## config.mk

```make
export PLATFORM = sky130hd
export DESIGN_NAME = wb_arbiter_2m_flat
export DESIGN_NICKNAME = d
export VERILOG_FILES = /design/src/rtl/wb_arbiter_2m_if.sv /design/src/rtl/wb_arbiter_2m.sv /design/src/flat_wrapper.sv
export SDC_FILE = /design/constraint.sdc
export NUM_CORES = 1
export LEC_CHECK = 0
export BUFFER_PORTS_ARGS = -buffer_cell sky130_fd_sc_hd__buf_2
export CAP_MARGIN = 25
export CORE_AREA = 2 2 123 125
export DETAILED_ROUTE_END_ITERATION = 10
export DIE_AREA = 0 0 125 127
export PLACE_DENSITY_LB_ADDON = 0.1
export SLEW_MARGIN = 20
export SYNTH_ARGS = -nofsm -noshare
export SYNTH_HDL_FRONTEND = slang
export SYNTH_SLANG_ARGS = --single-unit
export TNS_END_PERCENT = 1
```

## constraint.sdc

```tcl
create_clock -name clk_i -period 2.11 [get_ports clk_i]
set_clock_uncertainty 0.05 [all_clocks]
set_input_delay 0.1055 -clock clk_i [delete_from_list [all_inputs] [get_ports clk_i]]
set_output_delay 0.1055 -clock clk_i [all_outputs]
set_load 0.005 [all_outputs]
```

## src/rtl/wb_arbiter_2m_if.sv

```systemverilog
// Bus bundle for the two-master Wishbone arbiter: both master-side ports and the
// single interconnect-side port. 'slave' is the arbiter's view, 'master' the environment's.
interface wb_arbiter_2m_if #(
  parameter int ADDR_WIDTH = 32,
  parameter int DATA_WIDTH = 32
);
  localparam int SEL_WIDTH = DATA_WIDTH / 8;

  logic [ADDR_WIDTH-1:0] M0_ADR_O, M1_ADR_O;
  logic [DATA_WIDTH-1:0] M0_DAT_O, M1_DAT_O;
  logic                  M0_WE_O,  M1_WE_O;
  logic [SEL_WIDTH-1:0]  M0_SEL_O, M1_SEL_O;
  logic                  M0_STB_O, M1_STB_O;
  logic                  M0_CYC_O, M1_CYC_O;
  logic [DATA_WIDTH-1:0] M0_DAT_I, M1_DAT_I;
  logic                  M0_ACK_I, M1_ACK_I;
  logic                  M0_ERR_I, M1_ERR_I;

  logic [ADDR_WIDTH-1:0] S_ADR_I;
  logic [DATA_WIDTH-1:0] S_DAT_I;
  logic                  S_WE_I;
  logic [SEL_WIDTH-1:0]  S_SEL_I;
  logic                  S_STB_I;
  logic                  S_CYC_I;
  logic [DATA_WIDTH-1:0] S_DAT_O;
  logic                  S_ACK_O;

  modport slave (
    input  M0_ADR_O, M1_ADR_O, M0_DAT_O, M1_DAT_O, M0_WE_O, M1_WE_O,
    input  M0_SEL_O, M1_SEL_O, M0_STB_O, M1_STB_O, M0_CYC_O, M1_CYC_O,
    output M0_DAT_I, M1_DAT_I, M0_ACK_I, M1_ACK_I, M0_ERR_I, M1_ERR_I,
    output S_ADR_I, S_DAT_I, S_WE_I, S_SEL_I, S_STB_I, S_CYC_I,
    input  S_DAT_O, S_ACK_O
  );

  modport master (
    output M0_ADR_O, M1_ADR_O, M0_DAT_O, M1_DAT_O, M0_WE_O, M1_WE_O,
    output M0_SEL_O, M1_SEL_O, M0_STB_O, M1_STB_O, M0_CYC_O, M1_CYC_O,
    input  M0_DAT_I, M1_DAT_I, M0_ACK_I, M1_ACK_I, M0_ERR_I, M1_ERR_I,
    input  S_ADR_I, S_DAT_I, S_WE_I, S_SEL_I, S_STB_I, S_CYC_I,
    output S_DAT_O, S_ACK_O
  );
endinterface

```

## src/rtl/wb_arbiter_2m.sv

```systemverilog
// Two-master Wishbone arbiter: round-robin on contention, grant held for the whole
// CYC, with a per-transfer watchdog that terminates stalled slaves with ERR.
module wb_arbiter_2m #(
  parameter int ADDR_WIDTH     = 32,
  parameter int DATA_WIDTH     = 32,
  parameter int TIMEOUT_CYCLES = 255
) (
  input  logic            clk_i,
  input  logic            rst_i,
  wb_arbiter_2m_if.slave  bus,
  output logic [1:0]      gnt_o
);
  localparam int  SEL_WIDTH = DATA_WIDTH / 8;
  localparam int  TW        = (TIMEOUT_CYCLES > 0) ? $clog2(TIMEOUT_CYCLES + 1) : 1;
  localparam bit  WD_EN     = (TIMEOUT_CYCLES > 0);
  localparam logic [TW-1:0] TMAX = TW'(TIMEOUT_CYCLES);

  typedef enum logic [1:0] {IDLE, GNT0, GNT1} state_t;
  typedef enum logic {M0 = 1'b0, M1 = 1'b1} master_t;

  state_t        state_q, state_d;
  master_t       last_q, last_d;
  logic [TW-1:0] timer_q, timer_d;

  logic                  req0, req1, sel1, timeout;
  logic [ADDR_WIDTH-1:0] m_adr;
  logic [DATA_WIDTH-1:0] m_dat;
  logic [SEL_WIDTH-1:0]  m_sel;
  logic                  m_we, m_stb, m_cyc;

  assign req0 = bus.M0_CYC_O & bus.M0_STB_O;
  assign req1 = bus.M1_CYC_O & bus.M1_STB_O;
  assign sel1 = (state_q == GNT1);

  assign m_adr = sel1 ? bus.M1_ADR_O : bus.M0_ADR_O;
  assign m_dat = sel1 ? bus.M1_DAT_O : bus.M0_DAT_O;
  assign m_sel = sel1 ? bus.M1_SEL_O : bus.M0_SEL_O;
  assign m_we  = sel1 ? bus.M1_WE_O  : bus.M0_WE_O;
  assign m_stb = sel1 ? bus.M1_STB_O : bus.M0_STB_O;
  assign m_cyc = sel1 ? bus.M1_CYC_O : bus.M0_CYC_O;

  // An ACK arriving on the timeout cycle wins, so ERR and ACK never coincide.
  assign timeout = WD_EN && (timer_q == TMAX) && !bus.S_ACK_O;

  always_comb begin
    // NOTE: every output and next-state value gets a default first so no path infers a latch.
    state_d      = state_q;
    last_d       = last_q;
    timer_d      = timer_q;
    gnt_o        = 2'b00;
    bus.S_ADR_I  = '0;
    bus.S_DAT_I  = '0;
    bus.S_WE_I   = 1'b0;
    bus.S_SEL_I  = '0;
    bus.S_STB_I  = 1'b0;
    bus.S_CYC_I  = 1'b0;
    bus.M0_DAT_I = '0;
    bus.M1_DAT_I = '0;
    bus.M0_ACK_I = 1'b0;
    bus.M1_ACK_I = 1'b0;
    bus.M0_ERR_I = 1'b0;
    bus.M1_ERR_I = 1'b0;

    unique case (state_q)
      IDLE: begin
        timer_d = '0;
        if (req0 && (!req1 || last_q == M1)) begin
          state_d = GNT0;
          last_d  = M0;
        end else if (req1) begin
          state_d = GNT1;
          last_d  = M1;
        end
      end
      GNT0, GNT1: begin
        gnt_o       = sel1 ? 2'b10 : 2'b01;
        bus.S_ADR_I = m_adr;
        bus.S_DAT_I = m_dat;
        bus.S_WE_I  = m_we;
        bus.S_SEL_I = m_sel;
        bus.S_STB_I = m_stb & ~timeout;
        bus.S_CYC_I = m_cyc & ~timeout;
        if (sel1) begin
          bus.M1_DAT_I = bus.S_DAT_O;
          bus.M1_ACK_I = bus.S_ACK_O;
          bus.M1_ERR_I = timeout;
        end else begin
          bus.M0_DAT_I = bus.S_DAT_O;
          bus.M0_ACK_I = bus.S_ACK_O;
          bus.M0_ERR_I = timeout;
        end
        if (bus.S_ACK_O)
          timer_d = '0;
        else if (m_stb && timer_q != TMAX)
          timer_d = timer_q + TW'(1);
        if (timeout || !m_cyc)
          state_d = IDLE;
      end
      default: state_d = IDLE;
    endcase
  end

  // NOTE: last_q resets to M1 so M0 wins the first contention after reset.
  always_ff @(posedge clk_i or posedge rst_i) begin
    if (rst_i) begin
      state_q <= IDLE;
      last_q  <= M1;
      timer_q <= '0;
    end else begin
      // NOTE: state registers use non-blocking assignment so all update together at the edge.
      state_q <= state_d;
      last_q  <= last_d;
      timer_q <= timer_d;
    end
  end
endmodule

```

## src/flat_wrapper.sv

```systemverilog
// flat-port wrapper written by rule: the top's interface ports become plain ports
module wb_arbiter_2m_flat 
#(
  parameter int ADDR_WIDTH     = 32,
  parameter int DATA_WIDTH     = 32,
  parameter int TIMEOUT_CYCLES = 255
)
  (clk_i, rst_i, gnt_o, bus_M0_ADR_O, bus_M1_ADR_O, bus_M0_DAT_O, bus_M1_DAT_O, bus_M0_WE_O, bus_M1_WE_O, bus_M0_SEL_O, bus_M1_SEL_O, bus_M0_STB_O, bus_M1_STB_O, bus_M0_CYC_O, bus_M1_CYC_O, bus_M0_DAT_I, bus_M1_DAT_I, bus_M0_ACK_I, bus_M1_ACK_I, bus_M0_ERR_I, bus_M1_ERR_I, bus_S_ADR_I, bus_S_DAT_I, bus_S_WE_I, bus_S_SEL_I, bus_S_STB_I, bus_S_CYC_I, bus_S_DAT_O, bus_S_ACK_O);
  wb_arbiter_2m_if #(.ADDR_WIDTH(ADDR_WIDTH), .DATA_WIDTH(DATA_WIDTH)) bus_i ();
  input  logic clk_i;
  input  logic rst_i;
  output logic [1:0] gnt_o;
  input wire logic [$bits(bus_i.M0_ADR_O)-1:0] bus_M0_ADR_O;
  input wire logic [$bits(bus_i.M1_ADR_O)-1:0] bus_M1_ADR_O;
  input wire logic [$bits(bus_i.M0_DAT_O)-1:0] bus_M0_DAT_O;
  input wire logic [$bits(bus_i.M1_DAT_O)-1:0] bus_M1_DAT_O;
  input wire logic [$bits(bus_i.M0_WE_O)-1:0] bus_M0_WE_O;
  input wire logic [$bits(bus_i.M1_WE_O)-1:0] bus_M1_WE_O;
  input wire logic [$bits(bus_i.M0_SEL_O)-1:0] bus_M0_SEL_O;
  input wire logic [$bits(bus_i.M1_SEL_O)-1:0] bus_M1_SEL_O;
  input wire logic [$bits(bus_i.M0_STB_O)-1:0] bus_M0_STB_O;
  input wire logic [$bits(bus_i.M1_STB_O)-1:0] bus_M1_STB_O;
  input wire logic [$bits(bus_i.M0_CYC_O)-1:0] bus_M0_CYC_O;
  input wire logic [$bits(bus_i.M1_CYC_O)-1:0] bus_M1_CYC_O;
  output wire logic [$bits(bus_i.M0_DAT_I)-1:0] bus_M0_DAT_I;
  output wire logic [$bits(bus_i.M1_DAT_I)-1:0] bus_M1_DAT_I;
  output wire logic [$bits(bus_i.M0_ACK_I)-1:0] bus_M0_ACK_I;
  output wire logic [$bits(bus_i.M1_ACK_I)-1:0] bus_M1_ACK_I;
  output wire logic [$bits(bus_i.M0_ERR_I)-1:0] bus_M0_ERR_I;
  output wire logic [$bits(bus_i.M1_ERR_I)-1:0] bus_M1_ERR_I;
  output wire logic [$bits(bus_i.S_ADR_I)-1:0] bus_S_ADR_I;
  output wire logic [$bits(bus_i.S_DAT_I)-1:0] bus_S_DAT_I;
  output wire logic [$bits(bus_i.S_WE_I)-1:0] bus_S_WE_I;
  output wire logic [$bits(bus_i.S_SEL_I)-1:0] bus_S_SEL_I;
  output wire logic [$bits(bus_i.S_STB_I)-1:0] bus_S_STB_I;
  output wire logic [$bits(bus_i.S_CYC_I)-1:0] bus_S_CYC_I;
  input wire logic [$bits(bus_i.S_DAT_O)-1:0] bus_S_DAT_O;
  input wire logic [$bits(bus_i.S_ACK_O)-1:0] bus_S_ACK_O;
  assign bus_i.M0_ADR_O = bus_M0_ADR_O;
  assign bus_i.M1_ADR_O = bus_M1_ADR_O;
  assign bus_i.M0_DAT_O = bus_M0_DAT_O;
  assign bus_i.M1_DAT_O = bus_M1_DAT_O;
  assign bus_i.M0_WE_O = bus_M0_WE_O;
  assign bus_i.M1_WE_O = bus_M1_WE_O;
  assign bus_i.M0_SEL_O = bus_M0_SEL_O;
  assign bus_i.M1_SEL_O = bus_M1_SEL_O;
  assign bus_i.M0_STB_O = bus_M0_STB_O;
  assign bus_i.M1_STB_O = bus_M1_STB_O;
  assign bus_i.M0_CYC_O = bus_M0_CYC_O;
  assign bus_i.M1_CYC_O = bus_M1_CYC_O;
  assign bus_M0_DAT_I = bus_i.M0_DAT_I;
  assign bus_M1_DAT_I = bus_i.M1_DAT_I;
  assign bus_M0_ACK_I = bus_i.M0_ACK_I;
  assign bus_M1_ACK_I = bus_i.M1_ACK_I;
  assign bus_M0_ERR_I = bus_i.M0_ERR_I;
  assign bus_M1_ERR_I = bus_i.M1_ERR_I;
  assign bus_S_ADR_I = bus_i.S_ADR_I;
  assign bus_S_DAT_I = bus_i.S_DAT_I;
  assign bus_S_WE_I = bus_i.S_WE_I;
  assign bus_S_SEL_I = bus_i.S_SEL_I;
  assign bus_S_STB_I = bus_i.S_STB_I;
  assign bus_S_CYC_I = bus_i.S_CYC_I;
  assign bus_i.S_DAT_O = bus_S_DAT_O;
  assign bus_i.S_ACK_O = bus_S_ACK_O;
  wb_arbiter_2m #(.ADDR_WIDTH(ADDR_WIDTH), .DATA_WIDTH(DATA_WIDTH), .TIMEOUT_CYCLES(TIMEOUT_CYCLES)) u_core (.clk_i(clk_i), .rst_i(rst_i), .bus(bus_i), .gnt_o(gnt_o));
endmodule
```

==> flow_summary.ini, run 1 <==
[synthesis]
async_flop_share = 1.00
ys.warnings.count = 0
synth_top_cell_area_share = 0.291
syn_area_per_cell_sq_um = 7.66
seq_area_frac_synth = 0.116
synth_top_family_by_area = simple AND/OR/NAND/NOR gates
syn_inst = 310
synth_mux_area_frac = 0.302
ys_ff_latch = 11
synth-xor-area-share = 0
synth_cell_types = 31
synthAdderAreaFrac = 0.0264
ys_top_cells_by_area = mux2i_1, nor2b_1, and2_1
synthSimpleGateAreaFrac = 0.444
synth_ff_type = dfrtp_1
synth_compound_area_frac = 0.0580
syn-cell-area_sq_um = 2370
synth_largest_area_cell = mux2i_1
synth_edf_count = 0
synth_fp_nets = 492

[die]
row_count = 44
die_h_um = 127
io_pins = 318
die-area_sq_um = 15900
start_util = 0.165
core_sq_um = 14400
die_w_um = 125

[detailed_routing]
drc_errors = 0
via_count = 3376
routed_wl_um = 11900
drt-initial-drc-count = 97
antenna_left = 0
detail_route.wl_per_cell_um = 14.7
dr.pass1.iters = 4
vias_per_cell = 4.19

[global_route]
grt_remaining_overflow = 0
grt_use_total = 0.134
grt_pass1_vias = 3230
antenna_found_initial = 1
grt_pass1_wl_um = 17300
grt_max_degree = 67

[worst_hold_path]
hp-class = in2reg

[power_and_ir_drop]
p_switching_mw = 1.84
p_comb_frac = 0.850
peakVddDrop_v = 0.000405
power.share.clock = 0.083
seq_power_share = 0.067
switching_share = 0.435
p_leak_nw = 2.42
finalPower_mw = 4.23
intPower_mw = 2.39
power.density_nw_per_um2 = 966

[layout]
final_common_cell = buf_2
multi_input_comb_area_sq_um = 2000
synthToLayoutAreaGrowth_pct = 84.6
final_util = 0.304
final_nets = 804
fillers = 1585
drive_gt1_frac = 0.554
regArea_sq_um = 277
final_cell_mix = buf_2, nor2b_1, mux2i_1

[place]
dp_hpwl_um = 9920
gp_congestion = 0.882
numPortBuffers = 317
post-place-ws_ns = 0.200

[sta]
fin_crit_sh = 0.949
min_period_ns = 2.00
setup_slack_ns = 0.107
relSlewSlack = 0.669
setup_violations = 0
worst_slew_pin_slew_ns = 0.496
finalSetupTns_ns = 0
hold_viol = 0
slew_viol_final = 0
fmax_mhz = 499

[clock_network]
cts_tree = built
cts_buffer_depth = 2
htreeDepth = 1
cts.sinks = 11
numCtsBuffers = 3
cts.clk_slew.worst_paths_ns = 0.04
cts_root_buffer = clkbuf_16
clock_latency_ns = 0.24

[worst_setup_path]
path_max_fanout = 6
end_kind = output pin
crit_required_ns = 1.95
worstSetupPathType = reg2out
cp.arrival_ns = 1.85
critPathLaunchType = flip-flop

[flow_run]
maxCapViolCount = 0

[run_status]
outcome = complete, no violations
[flip-flops by register name (all words and copies together), names as in the netlist]
signal / count
u_core.last_q: 1
u_core.state_q: 2
u_core.timer_q: 8
[Yosys cell counts (2+ instances only)]
cell      count
a21oi_1       2
a31oi_1       2
and2_1       66
and3_1        3
buf_2         7
clkbuf_1     16
dfrtp_1      10
ha_1          5
inv_1         6
mux2i_1      69
nand2_1      10
nand2b_1      2
nand3_1      10
nand4_1       2
nor2_1        2
nor2b_1      72
o211ai_1      5
o311ai_0      3
o31ai_1       2
or2_2         2
or3_1         2
or4_1         3
[cells by family after synthesis]
| group | Yosys count |
|---|---|
| compound gates | 18 |
| simple gates | 175 |
| buf+inv | 30 |
| fa+ha+maj | 5 |
| mux | 71 |
| flops | 11 |
[area by class of cell]
| class | instances | area share |
|---|---|---|
| Sequential cell | 11 | 0.0631 |
| Multi-Input combinational cell | 269 | 0.456 |
| Antenna cell | 1 | 0.000571 |
| Clock buffer | 4 | 0.0180 |
| Timing Repair Buffer | 331 | 0.404 |
| Tap cell | 184 | 0.0525 |
| Inverter | 6 | 0.00514 |
[per-stage QoR]
step / area (sq um) / std cells / hold slack, ns
2_1_floorplan: 2370 / 310 / -0.0928
3_3_place_gp: 4220 / 797 / 0.0988
3_5_place_dp: 4220 / 797 / 0.0973
4_1_cts: 4330 / 802 / 0.129
5_1_grt: 4380 / 805 / 0.171
6_report: 4380 / 806 / 0.132
[power groups by stage]
stage	registers (mW)	clock network (mW)	logic, mW
3_5_place_dp	0.288	0	3.54
2_1_floorplan	0.277	0	1.92
3_3_place_gp	0.285	0	3.53
5_1_grt	0.287	0.371	3.95
4_1_cts	0.286	0.356	3.61
6_report	0.285	0.350	3.60
[worst max-delay path, cell delays in order (launching register included)]
cell and delay [ns]:
dfrtp_1 0.43, ha_1 0.23, nand3_2 0.17, or3_1 0.44
and3_1 0.21, buf_2 0.13
[timing repair]
item | CTS | global route
setup buffers | 0 | 2
endpoints found under the setup margin | 32 | 60
gates resized for setup | 6 | 2
cloned | 0 | 1
hold buffers | 1 | 0
endpoints found under the hold margin | 10 | 0
pin swaps | 0 | 1
[final timing paths]
| path | start | end | slack (ns) | cells past startpoint |
|---|---|---|---|---|
| max in group asynchronous | rst_i | u_core.last_q | 1.29 | 3 |
| min in group asynchronous | rst_i | u_core.timer_q[1] | 0.38 | 3 |
| min | bus_M1_STB_O | u_core.last_q | 0.13 | 3 |
| max reg2reg | u_core.state_q[1] | u_core.timer_q[7] | 0.23 | 6 |
| max | u_core.timer_q[0] | bus_S_STB_I | 0.11 | 5 |
| min reg2reg | u_core.timer_q[7] | u_core.timer_q[7] | 0.48 | 2 |
[layer usage]
metal  GRT usage  share of wire  vias up
met1       0.151           0.38     1504
li1            -              -     1668
met3      0.0327          0.091       13
met2       0.259           0.52      191
met5           0              0        -
met4      0.0229          0.012        0
(Power assumes the default switching activity.)
==> inputs of run 2 (changes only) <==
CELL_PAD_IN_SITES_DETAIL_PLACEMENT = 0   (was not set)
CELL_PAD_IN_SITES_GLOBAL_PLACEMENT = 1   (was not set)
CORE_AREA = 2 2 122 124   (was 2 2 123 125)
DIE_AREA = 0 0 124 126   (was 0 0 125 127)
SETUP_SLACK_MARGIN = 0.4   (was not set)
==> run 2 against run 1 <==
First-iteration DRC count increased by 36%. Critical path depth up 2. Final area up 5.8%. Power is 11% higher. Sequential share of layout area decreased by 0.35 points. Combinational power is 13% higher. Clock power hardly changed. Largest cell class unchanged. Highest routed layer unchanged.
==> flow_summary.ini, run 2 (synthesis gave the netlist of run 1 again) <==
[run_status]
outcome = complete, no violations

[worst_setup_path]
path_delay_family = simple AND/OR/NAND/NOR gates
crit_chain = inv_2 > ha_4 > buf_12 > mux2_4 > nand4_1 > or4_1 > nand3_1
path_max_fanout = 5
crit_buf_inv = 2
critPathLaunchType = flip-flop
crit_required_ns = 2.24
end_kind = flip-flop
critical-path-slowest-cell = or4_1
crit_start = u_core.state_q[0]
worstSetupPathType = reg2reg
cp_slowest_stage_delay_ns = 0.54
r2r-start = u_core.state_q[0]
cp.arrival_ns = 2.09

[sta]
min_period_ns = 1.96
finalSetupTns_ns = 0
fmax_mhz = 509
hold_viol = 0
slew_viol_final = 0
fin_crit_sh = 0.931
setup_slack_ns = 0.145
relSlewSlack = 0.686
setup_violations = 0
worst_slew_pin_slew_ns = 0.470
rsz0062_at_grt = yes

[flow_run]
maxCapViolCount = 0

[detailed_routing]
routed_wl_um = 12600
via_count = 3460
drc_errors = 0
dr.pass1.iters = 4
vias_per_cell = 4.21
antenna_left = 0
detail_route.wl_per_cell_um = 15.3
drt-initial-drc-count = 132

[global_route]
antenna_found_initial = 0
grt_max_degree = 44
grt_use_total = 0.142
grt_pass1_wl_um = 17400
grt_remaining_overflow = 0
grt_pass1_vias = 3321

[power_and_ir_drop]
switching_share = 0.424
intPower_mw = 2.71
finalPower_mw = 4.71
seq_power_share = 0.059
peakVddDrop_v = 0.000427
p_switching_mw = 1.99
p_leak_nw = 2.54
p_comb_frac = 0.866
power.share.clock = 0.075
power.density_nw_per_um2 = 1020

[die]
core_sq_um = 14300
start_util = 0.166
die_w_um = 124
die-area_sq_um = 15600
die_h_um = 126
row_count = 44
io_pins = 318

[clock_network]
cts_root_buffer = clkbuf_16
numCtsBuffers = 3
cts.clk_slew.worst_paths_ns = 0.05
cts_tree = built
htreeDepth = 1
clock_latency_ns = 0.24
cts_buffer_depth = 2
cts.sinks = 11

[layout]
top_regs = u_core.timer_q x8, u_core.state_q x2, u_core.last_q x1
largest_reg_flops = 8
largest_register = u_core.timer_q
final_common_cell = buf_2
final_util = 0.324
final_nets = 821
fillers = 1597
diodes = 0
final_cell_mix = buf_2, nor2b_1, mux2i_1
synthToLayoutAreaGrowth_pct = 95.3
drive_gt1_frac = 0.575
final_area_sq_um = 4640

[place]
numPortBuffers = 317
gp_congestion = 0.816
post-place-ws_ns = 0.148
place_area_sq_um = 4230
dp_hpwl_um = 9920

[worst_hold_path]
holdCritStartpoint = bus_M1_STB_O
hp-class = in2reg
## run 2: repair_timing
action / in CTS / in global routing
pin swaps: 2 / 6
resized for setup: 16 / 5
hold buffers: 1 / 0
gates cloned: 3 / 1
hold endpoints to repair: 10 / 0
setup buffers: 10 / 3
setup endpoints to repair: 138 / 149
## run 2: worst paths after layout
| path | endpoint | slack, ns | cells after the start |
|---|---|---|---|
| worst max-delay path | u_core.timer_q[7] | 0.15 | 7 |
| worst min-delay path | u_core.last_q | 0.13 | 3 |
| worst max register to register | u_core.timer_q[7] | 0.15 | 7 |
| worst min register to register | u_core.timer_q[7] | 0.49 | 2 |
| max in group asynchronous | u_core.last_q | 1.29 | 3 |
| min in group asynchronous | u_core.timer_q[7] | 0.38 | 3 |
## run 2: worst reg2reg max path, stage by stage, from the launching register on
cell and delay (ns):
dfrtp_1 0.39, inv_2 0.12, ha_4 0.25, buf_12 0.13, mux2_4 0.18, nand4_1 0.16
or4_1 0.54, nand3_1 0.08
## run 2: cell type report
type | count | area [sq um] | share of cell area
Clock buffer | 3 | 75.1 | 0.0162
Clock inverter | 1 | 5.00 | 0.00108
Inverter | 6 | 22.5 | 0.00486
Multi-Input combinational cell | 269 | 2050 | 0.443
Sequential cell | 11 | 277 | 0.0596
Tap cell | 184 | 230 | 0.0497
Timing Repair Buffer | 348 | 1970 | 0.425
## run 2: power groups by stage
stage               sequential [mW]  combinational (mW)  clock, mW
finish                        0.279                4.08      0.351
global route                  0.284                4.45      0.366
CTS                           0.273                4.06      0.357
detailed placement            0.289                3.58          0
global placement              0.287                3.61          0
floorplan                     0.279                1.92          0
## run 2: metal layers
metal	track usage	part of all wire	routed length [um]	up-vias
met3	0.0267	0.097	1220	6
li1	-	-	-	1710
met5	0	0	0	-
met2	0.296	0.54	6820	188
met1	0.146	0.35	4470	1556
met4	0.0165	0.0063	80	0
## run 2: through the flow
stage	instances	hold WS (ns)
6_report	822	0.128
5_1_grt	822	0.179
4_1_cts	818	0.116
3_5_place_dp	800	0.0984
3_3_place_gp	800	0.0933
2_1_floorplan	310	-0.0928
